--- config.mk ---
export PLATFORM = sky130hd
export DESIGN_NAME = bitserial_alu_seq
export DESIGN_NICKNAME = d
export VERILOG_FILES = /design/src/rtl/bitserial_alu_seq.sv
export SDC_FILE = /design/constraint.sdc
export NUM_CORES = 1
export LEC_CHECK = 0
export CELL_PAD_IN_SITES_DETAIL_PLACEMENT = 1
export CELL_PAD_IN_SITES_GLOBAL_PLACEMENT = 1
export CORE_UTILIZATION = 35
export CTS_CLUSTER_DIAMETER = 50
export DETAILED_ROUTE_END_ITERATION = 12
export HOLD_SLACK_MARGIN = 0.06
export PLACE_DENSITY = 0.86
export SYNTH_ARGS = -nofsm -noshare
export SYNTH_HDL_FRONTEND = slang
export SYNTH_SLANG_ARGS = --single-unit
--- constraint.sdc ---
create_clock -name clk -period 3.97 [get_ports clk]
set_clock_uncertainty 0.2 [all_clocks]
set_input_delay 1.191 -clock clk [delete_from_list [all_inputs] [get_ports clk]]
set_output_delay 1.191 -clock clk [all_outputs]
set_load 0.03 [all_outputs]
--- src/rtl/bitserial_alu_seq.sv ---
// Bit-serial ALU sequencer: LOAD, WIDTH shift cycles LSB first, DONE.
// Holds the 1-bit ALU slice plus the carry/zero flag registers.
module bitserial_alu_seq #(
    parameter int WIDTH = 8
) (
    input  logic                     clk,
    input  logic                     rst,
    input  logic                     start,
    input  logic [2:0]               op,
    input  logic                     abort,
    output logic                     ready,
    output logic                     busy,
    output logic                     done,
    output logic                     sr_en,
    output logic                     sr_load,
    output logic [$clog2(WIDTH)-1:0] bit_idx,
    input  logic                     a_bit,
    input  logic                     b_bit,
    output logic                     res_bit,
    output logic                     carry,
    output logic                     zero
);

    localparam int IW = $clog2(WIDTH);
    localparam logic [IW-1:0] LAST = IW'(WIDTH - 1);

    localparam logic [2:0] OP_ADD   = 3'b000;
    localparam logic [2:0] OP_SUB   = 3'b001;
    localparam logic [2:0] OP_AND   = 3'b010;
    localparam logic [2:0] OP_OR    = 3'b011;
    localparam logic [2:0] OP_XOR   = 3'b100;
    localparam logic [2:0] OP_PASSB = 3'b101;

    typedef enum logic [1:0] {
        S_IDLE,
        S_LOAD,
        S_SHIFT,
        S_DONE
    } state_t;

    state_t        state_q, state_d;
    logic [2:0]    op_q, op_d;
    logic [IW-1:0] idx_q, idx_d;
    logic          wc_q, wc_d;
    logic          wz_q, wz_d;
    logic          carry_q, carry_d;
    logic          zero_q, zero_d;

    logic arith;
    logic b_eff;
    logic sum;
    logic cout;
    logic slice;

    // SUB is A + ~B + 1: the +1 comes from the carry preset in LOAD
    always_comb begin
        arith = (op_q == OP_ADD) || (op_q == OP_SUB);
        b_eff = (op_q == OP_SUB) ? ~b_bit : b_bit;
        sum   = a_bit ^ b_eff ^ wc_q;
        cout  = (a_bit & b_eff) | (a_bit & wc_q) | (b_eff & wc_q);
        unique case (op_q)
            OP_ADD, OP_SUB: slice = sum;
            OP_AND:         slice = a_bit & b_bit;
            OP_OR:          slice = a_bit | b_bit;
            OP_XOR:         slice = a_bit ^ b_bit;
            OP_PASSB:       slice = b_bit;
            default:        slice = a_bit;
        endcase
    end

    always_comb begin
        state_d = state_q;
        op_d    = op_q;
        idx_d   = idx_q;
        wc_d    = wc_q;
        wz_d    = wz_q;
        carry_d = carry_q;
        zero_d  = zero_q;
        unique case (state_q)
            S_IDLE: begin
                if (start) begin
                    op_d    = op;
                    state_d = S_LOAD;
                end
            end
            S_LOAD: begin
                idx_d = '0;
                if (abort) begin
                    state_d = S_IDLE;
                end else begin
                    wc_d    = (op_q == OP_SUB);
                    wz_d    = 1'b1;
                    state_d = S_SHIFT;
                end
            end
            S_SHIFT: begin
                if (abort) begin
                    idx_d   = '0;
                    state_d = S_IDLE;
                end else begin
                    if (arith) wc_d = cout;
                    wz_d = wz_q & ~slice;
                    if (idx_q == LAST) begin
                        idx_d   = '0;
                        state_d = S_DONE;
                    end else begin
                        idx_d = idx_q + 1'b1;
                    end
                end
            end
            S_DONE: begin
                carry_d = arith ? wc_q : 1'b0;
                zero_d  = wz_q;
                state_d = S_IDLE;
            end
            default: state_d = S_IDLE;
        endcase
    end

    always_ff @(posedge clk or posedge rst) begin
        if (rst) begin
            state_q <= S_IDLE;
            op_q    <= '0;
            idx_q   <= '0;
            wc_q    <= 1'b0;
            wz_q    <= 1'b0;
            carry_q <= 1'b0;
            zero_q  <= 1'b0;
        end else begin
            state_q <= state_d;
            op_q    <= op_d;
            idx_q   <= idx_d;
            wc_q    <= wc_d;
            wz_q    <= wz_d;
            carry_q <= carry_d;
            zero_q  <= zero_d;
        end
    end

    assign ready   = (state_q == S_IDLE);
    assign busy    = (state_q == S_LOAD) || (state_q == S_SHIFT);
    assign done    = (state_q == S_DONE);
    assign sr_en   = busy;
    assign sr_load = (state_q == S_LOAD);
    assign bit_idx = idx_q;
    assign res_bit = (state_q == S_SHIFT) ? slice : 1'b0;
    assign carry   = carry_q;
    assign zero    = zero_q;

endmodule
**Word-level counts from Yosys, hierarchy flattened**

Cells that the tools add are included.

- Bitwise gates (word level): 13
- Mux-type cells: 19
- Add/sub/neg operators: 1
- Equality and inequality tests: 14
- Reduce and logical (&&, ||, !) cells: 10

Operator list:

| operator | count |
|---|---|
| 3-bit == test (second input constant) | 3 |
| 1-bit 2-to-1 mux | 8 |
| 2-bit 2-to-1 mux | 4 |
| 2-bit inequality test (second input constant) | 4 |
| 2-bit case mux with 4 select lines | 1 |
| 3-bit by 2-bit == test with 1-bit output (second input constant) | 2 |
| 3-bit 2-to-1 mux | 2 |
| 3-bit case mux with 2 select lines | 1 |
| 1-bit AND | 5 |
| 1-bit case mux with 5 select lines | 1 |
| 2-bit == test (second input constant) | 2 |
| 1-bit case mux with 2 select lines | 2 |
| 2-bit AND reduction | 2 |
| 4-bit AND reduction | 1 |
| 3-bit by 1-bit adder with 3-bit output (second input constant) | 1 |
| 3-bit by 1-bit == test with 1-bit output (second input constant) | 1 |
| 3-bit logical NOT | 1 |
| 3-bit inequality test (second input constant) | 1 |
| 1-bit OR | 3 |
| 3-bit AND reduction | 1 |
| 1-bit bitwise XOR | 3 |
| 2-bit by 1-bit == test with 1-bit output (second input constant) | 1 |
| 2-bit logical NOT | 1 |
| 1-bit logical OR | 2 |
| other kinds (3) | 4 |

- Logic and storage cells: 64
- Output and inout port bits: 11
- Input bits: 9
- Flip-flop bits (word level): 12

**Longest topological paths before layout**

- Depth after elaboration: 9
- Gate-level depth with buffers: 7
- Depth with buffers taken out: 7

**Worst setup path after synthesis**

Ideal clock, no wire load.

- Path kind: input-to-output
- Start: in b_bit
- End: out res_bit
- Data arrival time: 2.460 ns
- Buffers on the path: 0
- Cell stages on the path: 5
- Data required time: 2.579 ns
- Slack: 0.119 ns
- Cells stage by stage: xnor2_1 fa_1 nor3_1 a311oi_1 and3_1

- Word-level cells in the longest chain between the ends: 6
- Elaborated cells on any way between the ends: 9
- Those cells by class: 3 x mux; 6 x bitwise

RTL lines:

| element | RTL line | RTL |
|---|---|---|
| start: declaration | 18 | `input logic b_bit,` |
| 1-bit NOT | 58 | `b_eff = (op_q == OP_SUB) ? ~b_bit : b_bit;` |
| 1-bit 2-to-1 mux | 58 |  |
| 1-bit bitwise XOR (2 in a row) | 59 | `sum = a_bit ^ b_eff ^ wc_q;` |
| 1-bit case mux with 5 select lines * | 61 | `unique case (op_q)` |
| 1-bit 2-to-1 mux * | 146 | `assign res_bit = (state_q == S_SHIFT) ? slice : 1'b0;` |
| end: declaration | 19 | `output logic res_bit,` |

Every way passes the cells marked *; elsewhere a longest branch is shown, timed or not.

**Worst setup path in the final report**

Ends and elaborated chain as after synthesis.

==> results.md <==
* Crit-path max FO at 2
* Static Leak at 0.487 nW
* Hold_ws at 0.313 ns
* Root Driver: clkbuf_4
* Relative slew slack at 0.667
* Clock Sinks at 12
* Kind of cell adding the most delay to the critical path: adder cells
* Reg2Reg Setup Slack at 1.17 ns
* Slowest cell on the critical path: fa_1
* Worst Slack Setup Final at -0.00102 ns
* FFs w/ async S/R, synth at 1.00
* Crit path DAT at 2.58 ns
* Fin. max-slew vios at 0
* Outcome: complete, but fails checks
* CTS tree: built
* Crit-path cells: buf_8, xnor2_4, fa_1, nor3_2, a311oi_2, and3_1, buf_6
* Final core utilization at 0.547
* Min-delay src: wz_q$_DFFE_PP0P_
* Rows at 16
* Synth warnings at 0
* GP Congestion at 0.786
* CP bufs+invs at 2
* Setup crit start kind: input pin
* CTS Buf Count at 3
* GRT Overall Usage at 0.189
* Crit path time final at 3.97 ns
* Most used DFF post-synth: dfrtp_1
* Syn Inst Count at 74
* Power Dens Cells at 705 mW/mm2
* CORE AREA at 0.00198 mm2
* Initial antenna violation count at 0
* Max H-tree Level at 1
* Skew-Pair Late Insertion Delay at 0.27 ns
* Final period util at 1.00
* Diode count at 0
* Unique masters post-synth at 28
* I/O pins at 20
* Die W at 48.0 um
* WHS Path Cells at 1
* Count of input and output buffers at 19
* Post-synth EDFFs at 0
* Syn Nets at 92
* Detailed Routing Iterations Pass 1 at 4
* FF+latch count, synth at 12
* Clock-pin slew of the registers on the worst-case setup and hold paths at 0.07 ns
* Largest cells by area after synthesis: dfrtp_1 (41%), ha_1 (14%), mux2_2 (7.6%)
* Reg2reg start: op_q[2]$_DFFE_PP0P_
* NumNets Final at 124
* Setup TNS at -0.00102 ns
* Post-synth top area cell: dfrtp_1
* Vias per cell at 5.00
* Final count of negative-setup-slack endpoints at 1
* Worst vdd ir at 0.375 mV
* Pre-CTS WS at -0.484 ns
* Share of cells above drive strength 1 at 0.250
* Largest net degree at the start of global routing at 13
* Worst Hold Path EP: zero$_DFFE_PP0P_
* Die Span Y at 48.0 um
* Worst setup path start: b_bit
* Iter 0 DRT Violations at 7
* Fmax at 0.252 GHz
* Remaining antenna violation count at 0
* Final Total Pwr at 0.764 mW
* Worst path required time at 2.58 ns
* WL per Instance at 14.1 um
* RR Endpoint: wz_q$_DFFE_PP0P_
* Hold Crit Class: flip-flop to flip-flop
* Critical path endpoint category: output port
* Synthesized area per cell at 10.0 um2
* Initial Util at 0.374
* GRT Residual Overflow at 0
* Area Overhead vs Synth at 46.5%
* Max Root-Sink Buffers at 2
* Hold Buf Count CTS at 0
* Endpoints failing hold at 0
* Slew @ Worst Pin at 0.498 ns
* Failing checks: negative setup slack
* Vias at 655
* Max Cap Viol at 0
* Post-DP HPWL at 1320 um
* Post-route DRC at 0
* Routed WL at 1850 um
* Synth cell count leaders: dfrtp_1 (12), inv_1 (9), ha_1 (8)
* Total Die Area at 0.00230 mm2
* First-pass GRT wire length at 2880 um
* Top cell type's share of synthesized area at 0.405
* R2R cell count at 12
* Number of global-route vias before repair at 650
* CP max stage delay at 0.50 ns
* Top-count cell post-synth: dfrtp_1
* Setup CP Type: input pin to output port
* Register area share after synthesis at 0.405
* Syn Std Cell Area at 741 um2
* RSZ-0062 raised after global routing: yes
==> cell usage in the layout (no fill, tap or decap), types with 2 or more instances in the layout <==
cell,synthesis,layout
mux2_2,5,5
o21ai_0,5,5
inv_1,9,9
nor2b_1,3,3
a31oi_1,2,2
clkdlybuf4s50_1,0,16
buf_4,1,9
ha_1,8,8
clkbuf_4,0,3
nor2_1,2,2
dfrtp_1,12,12
o21ai_1,2,2
nand2_1,7,7
nor3_2,1,2
==> how the worst max path moves through the flow <==
stage | slack [ns] | end | cells after the start
6_report | -0.001 | res_bit | 7
5_1_grt | -0.09 | res_bit | 8
4_1_cts | -0.04 | res_bit | 7
3_5_place_dp | -0.48 | res_bit | 7
3_3_place_gp | -0.42 | res_bit | 7
2_1_floorplan | 0.12 | res_bit | 5
==> sequential cells by signal, summed over array words and instances (netlist names) <==
register and count:
bit_idx 3, carry 1, op_q 3, state_q 2, wc_q 1, wz_q 1
zero 1
==> where the power goes <==
| part | switching [mW] | internal [mW] | leakage [nW] |
|---|---|---|---|
| clock network | 0.0413 | 0.0351 | 0.0138 |
| logic | 0.234 | 0.239 | 0.326 |
| registers | 0.0519 | 0.162 | 0.148 |
==> what timing repair did <==
item                       CTS  global route
resized for setup           11             5
pin swaps                    5             4
buffers inserted             5             0
setup endpoints to repair    1             1
==> cell families after synthesis <==
kind of cell / synth area share
DFF: 0.405
muxes: 0.0895
xor gates and xnor gates: 0.0118
and+or+nand+nor: 0.162
AOI/OAI and AO/OA: 0.108
buffers and inverters: 0.0608
adders and majority gates: 0.162
==> layout make-up <==
type | instances | area [um2]
fillers | 218 | 897
multi-input cells | 51 | 432
flip-flops and latches | 12 | 300
repair buffers | 28 | 259
inverters | 10 | 37.5
well taps | 27 | 33.8
clock buffers | 3 | 22.5
==> stage by stage <==
stage / instance area [um2] / instances
finish: 1080 / 131
global route: 1080 / 131
CTS: 1070 / 131
detailed placement: 985 / 123
global placement: 985 / 123
floorplan: 741 / 74
==> metal layers <==
| layer | up-vias | track usage | wire length, um |
|---|---|---|---|
| met1 | 324 | 0.234 | 857 |
| met4 | 0 | 0.0833 | 12 |
| met3 | 2 | 0.0453 | 57 |
| li1 | 317 | - | - |
| met2 | 12 | 0.311 | 923 |
| met5 | - | 0 | 0 |
==> worst register-to-register path: cells and delay by family, from the launching register on <==
family | cells | cell delay, ns
simple gates | 3 | 0.55
buf+inv | 5 | 0.64
flops | 1 | 0.48
compound gates | 2 | 0.23
fa+ha+maj | 1 | 0.45
xor+xnor | 1 | 0.18
No activity file was read; power rests on OpenSTA's default activity.
